<file path="src/rtl/dc_rr_arbiter.sv">
// Round-robin arbiter sharing one registered valid/ready output channel
// between INPUTS requesters, with optional packet locking on c_last.
module dc_rr_arbiter #(
    parameter int WIDTH   = 16,
    parameter int INPUTS  = 4,
    parameter int LOCKING = 1,
    localparam int GW     = (INPUTS > 1) ? $clog2(INPUTS) : 1
) (
    input  logic                      clock,
    input  logic                      reset,
    input  logic [INPUTS-1:0]         c_valid,
    input  logic [INPUTS*WIDTH-1:0]   c_data,
    input  logic [INPUTS-1:0]         c_last,
    output logic [INPUTS-1:0]         c_ready,
    output logic                      p_valid,
    output logic [WIDTH-1:0]          p_data,
    output logic [GW-1:0]             p_grant,
    output logic                      p_last,
    input  logic                      p_ready
);

    logic              r_valid;
    logic [WIDTH-1:0]  r_data;
    logic [GW-1:0]     r_grant;
    logic              r_last;
    logic              r_lock;
    logic [GW-1:0]     r_lock_idx;
    logic [GW-1:0]     r_last_grant;

    logic              w_load;
    logic [GW-1:0]     w_scan_sel;
    logic [GW-1:0]     w_idx;
    logic [GW-1:0]     w_sel;
    logic [INPUTS-1:0] w_ready;
    logic              w_xfer;
    logic [WIDTH-1:0]  w_data;
    logic              w_last;

    assign w_load = !r_valid || p_ready;

    // Descending scan: the nearest valid requester after last_grant wins.
    always_comb begin
        w_scan_sel = r_last_grant;
        w_idx      = '0;
        for (int k = INPUTS; k >= 1; k--) begin
            w_idx = GW'((int'(r_last_grant) + k) % INPUTS);
            if (c_valid[w_idx]) begin
                w_scan_sel = w_idx;
            end
        end
    end

    assign w_sel = r_lock ? r_lock_idx : w_scan_sel;

    // A locked input keeps ready even while idle, so no one else can win.
    always_comb begin
        w_ready = '0;
        for (int i = 0; i < INPUTS; i++) begin
            w_ready[i] = reset && w_load && (GW'(i) == w_sel)
                         && (r_lock || c_valid[i]);
        end
    end

    assign c_ready = w_ready;
    assign w_xfer  = |(w_ready & c_valid);
    assign w_data  = c_data[int'(w_sel)*WIDTH +: WIDTH];
    assign w_last  = c_last[w_sel];

    always_ff @(posedge clock) begin
        if (!reset) begin
            r_valid      <= 1'b0;
            r_data       <= '0;
            r_grant      <= '0;
            r_last       <= 1'b0;
            r_lock       <= 1'b0;
            r_lock_idx   <= '0;
            r_last_grant <= GW'(INPUTS - 1);
        end else if (w_load) begin
            if (w_xfer) begin
                r_valid      <= 1'b1;
                r_data       <= w_data;
                r_grant      <= w_sel;
                r_last       <= w_last;
                r_last_grant <= w_sel;
                if (LOCKING != 0) begin
                    r_lock     <= !w_last;
                    r_lock_idx <= w_sel;
                end
            end else begin
                r_valid <= 1'b0;
            end
        end
    end

    assign p_valid = r_valid;
    assign p_data  = r_data;
    assign p_grant = r_grant;
    assign p_last  = r_last;

    a_ready_onehot: assert property (
        @(posedge clock) $onehot0(c_ready)
    );

    a_stall_no_ready: assert property (
        @(posedge clock) (p_valid && !p_ready) |-> (c_ready == '0)
    );

endmodule

</file>
<file path="config.mk">
export PLATFORM = sky130hd
export DESIGN_NAME = dc_rr_arbiter
export DESIGN_NICKNAME = d
export VERILOG_FILES = /design/src/rtl/dc_rr_arbiter.sv
export SDC_FILE = /design/constraint.sdc
export NUM_CORES = 1
export LEC_CHECK = 0
export ABC_AREA = 1
export CORE_MARGIN = 8
export CORE_UTILIZATION = 43
export CTS_CLUSTER_SIZE = 30
export DETAILED_ROUTE_END_ITERATION = 10
export PLACE_DENSITY = 0.95
export SLEW_MARGIN = 20
export SYNTH_ARGS = -nofsm -noshare
export SYNTH_HDL_FRONTEND = slang
export SYNTH_SLANG_ARGS = --single-unit
</file>
<file path="constraint.sdc">
create_clock -name clock -period 4.7 [get_ports clock]
set_input_delay 0.47 -clock clock [delete_from_list [all_inputs] [get_ports clock]]
set_output_delay 0.47 -clock clock [all_outputs]
set_load 0.02 [all_outputs]
</file>
==> flow_summary.json <==
{
  "syn-num-nets": 405,
  "outcome": "complete, no violations",
  "cp.depth": 13,
  "seq_power_share_pct": 17.5,
  "utilization_pct": 66.96,
  "antenna_cells": 0,
  "hold_violations": 0,
  "switching_power_uw": 906.2,
  "drtIter0Drc": 141,
  "fmax_mhz": 260.9,
  "die_w_um": 81.76,
  "cts_tree": "yes",
  "period_minus_slack_ns": 3.834,
  "hpwl_um": 4961,
  "synth_area_leaders": "dfxtp_1 (25%), nand2_1 (21%), inv_1 (11%)",
  "clockPowerShare_pct": 7.5,
  "setup_viol": 0,
  "yosysWarnings": 0,
  "worstSetupEndpoint": "c_ready[3]",
  "clockBufferDepth": 2,
  "p_per_area_nw_per_um2": 585.2,
  "synth_seq_cells": 23,
  "min_period_over_period_pct": 81.57,
  "wirelength_um": 6338,
  "drc": 0,
  "intPower_uw": 764.7,
  "crit_path_end_kind": "primary output",
  "critical_path_class": "flip-flop to primary output",
  "critPathBufInv": 2,
  "grt_pass1_vias": 2212,
  "ant_nets": 0,
  "wl_per_cell_um": 13.46,
  "synth_top_area_share_pct": 24.76,
  "ios": 99,
  "nFillCells": 374,
  "comb_power_share_pct": 75.0,
  "async_flop_share_pct": 0,
  "grt_pass1_wl_um": 9832,
  "cpPeakStageDelay_ns": 0.64,
  "drv_slew": 0,
  "synth_flop_cell": "dfxtp_1",
  "cts_resized": 0,
  "grt_usage_pct": 18.12,
  "p_leak_uw": 0.001410,
  "clock-sinks": 23,
  "final_cell_count_no_fill": 471,
  "fin_nets": 495,
  "synth_area_leader_cell": "dfxtp_1",
  "skew_ns": 0.006087,
  "rows": 24,
  "ctsHoldBuffers": 0,
  "r2r_slack_ns": 1.69,
  "routed_via_density": 4.966,
  "dieArea_um2": 6684,
  "crit_fanout": 29,
  "synth_edf_count": 0,
  "crit_required_ns": 4.23,
  "synth_area_um2": 1859,
  "p_sw_share_pct": 54.24,
  "drive_gt1_share_pct": 6.444,
  "root_buffer": "clkbuf_8",
  "htree_levels": 1,
  "core_um2": 4264,
  "vdd_drop_max_mv": 0.3011,
  "syn_area_per_cell_um2": 5.634,
  "cp-startpoint": "r_last_grant[0]",
  "clock_latency_ns": 0.26,
  "worstPathArrival_ns": 3.36,
  "start_util_pct": 43.60,
  "crit_chain": "inv_1 > nand2_1 > nand2_2 > nand2_1 > nand2_1 > nand2_2 > nand2_2 > nand2_2 > nand3_2 > nand2_2 > nand2_1 > nor3_1 > clkdlybuf4s50_1",
  "hp-class": "flip-flop to flip-flop",
  "final_area_um2": 2855,
  "gp_congestion": 0.9369,
  "synthCells": 330,
  "slew_headroom_pct": 61.67,
  "rr_worst_depth": 18,
  "antenna_found_initial": 0,
  "dpl_cell_area_um2": 2810,
  "maxCapViolCount": 0,
  "critPathTopFamily": "simple AND/OR/NAND/NOR gates",
  "start_kind": "flip-flop",
  "r2r_start": "r_last_grant[0]",
  "grt_max_degree": 38,
  "synth.distinct_cells": 27,
  "vias": 2339,
  "cp_common_cell": "nand2_2",
  "cts_buffers": 3,
  "slowest_stage": "clkdlybuf4s50_1",
  "firstDrtPassIters": 4,
  "worstMarginPinSlew_ns": 0.5737,
  "dieHeight_um": 81.76,
  "syn_to_final_growth_pct": 53.57,
  "grt-ovfl-total": 0,
  "synth_seq_area_share_pct": 24.76,
  "port_buffers": 98,
  "rsz0062_at_grt": "no",
  "timing.rr.end": "p_last",
  "placed_cells": 467,
  "path_clk_slew_ns": 0.09,
  "post_cts_buffers": 0,
  "tns_ns": 0
}
-- cells in the final DEF, fill, tap and decap left out --
cell type,synthesis,routed
o211ai_1,8,8
buf_4,3,1
dfxtp_1,23,23
nor2_2,1,1
nor2_4,1,1
inv_2,2,2
nand2_2,13,13
a21oi_4,1,1
nor2_1,52,52
nand3_2,1,1
nand2_4,1,1
clkbuf_8,0,3
nand3_1,18,18
or2_2,1,1
nand2_1,102,102
clkdlybuf4s50_1,0,98
clkbuf_1,2,1
nor4_1,1,1
nor3_1,2,2
a21oi_1,12,12
nand4_1,3,3
a21oi_2,1,1
nor2_8,1,1
inv_1,53,53
o21ai_0,19,19
-- power by group through the flow --
stage | combinational, µW | sequential [µW] | clock, µW
final | 1250 | 293 | 125
after global routing | 1400 | 301 | 136
after CTS | 1250 | 292 | 128
after detailed placement | 1240 | 297 | 0
after global placement | 1210 | 292 | 0
after floorplan | 921 | 337 | 0
-- kinds of logic (layout without fill, tap and decap cells) --
kind of cell	count (synthesis)	in the layout	synth area share (%)
flops	23	23	24.76
compound gates	41	41	12.92
buf+inv	69	158	16.62
simple gates	197	197	45.69
-- worst reg2reg max path: stages (launching register included) --
cell	delay (ns)
dfxtp_1	0.55
inv_1	0.22
nand2_1	0.13
nand2_2	0.08
nand2_1	0.09
nand2_1	0.07
nand2_2	0.08
nand2_2	0.06
nand2_2	0.06
nand3_2	0.07
nand2_2	0.42
nand2_1	0.40
inv_1	0.34
nand2_1	0.08
nand2_1	0.06
nor2_1	0.04
nand2_1	0.08
nand2_1	0.05
nor2_1	0.08
-- registers in the layout (all words and copies together) (netlist names) --
| signal | count |
|---|---|
| p_data | 16 |
| p_grant | 2 |
| r_last_grant | 2 |
| p_last | 1 |
| p_valid | 1 |
| r_lock | 1 |
-- how the worst min path moves through the flow --
stage / start / cells past startpoint / slack (ns) / endpoint
2_1_floorplan: p_last / 2 / 0.56 / p_last
3_3_place_gp: p_last / 2 / 0.47 / p_last
3_5_place_dp: p_last / 2 / 0.48 / p_last
4_1_cts: p_last / 2 / 0.49 / p_last
5_1_grt: p_last / 2 / 0.50 / p_last
6_report: p_last / 2 / 0.49 / p_last
-- cell usage after synthesis, types with 2 or more instances --
library cell and count:
o21ai_0 19, a21oi_1 12, buf_6 3, nor2_1 52, o211ai_1 8, inv_1 53, nor3_1 2, nand3_1 18
nand2_1 102, nand2_2 13, inv_2 2, nand4_1 3, buf_4 3, clkbuf_1 2, dfxtp_1 23, buf_2 4
-- area by class of cell --
type                       count  area (µm²)  share of cell area (%)
clock buffer                   4       45.04                   1.578
inverter                      55       206.4                   7.230
multi-input combinational    238        1090                   38.17
sequential                    23       460.4                   16.13
tap                           52       65.06                   2.279
timing repair buffer          99       988.4                   34.62
-- metal layers --
| metal | global-route usage, % | vias up | wire length [µm] |
|---|---|---|---|
| met5 | 0 | - | 0 |
| met1 | 19.15 | 1035 | 2276 |
| met3 | 6.674 | 13 | 661 |
| li1 | - | 1179 | - |
| met2 | 32.83 | 112 | 3294 |
| met4 | 5.088 | 0 | 106 |
-- metrics by stage --
stage          total power, µW  hold slack [ns]  setup WS (ns)
4_1_cts                   1668           0.4934         0.8911
2_1_floorplan             1258           0.5581          2.301
3_3_place_gp              1499           0.4729          1.059
3_5_place_dp              1539           0.4813         0.9081
5_1_grt                   1836           0.5001         0.6171
6_report                  1671           0.4919         0.8664
(Power assumes the default switching activity.)
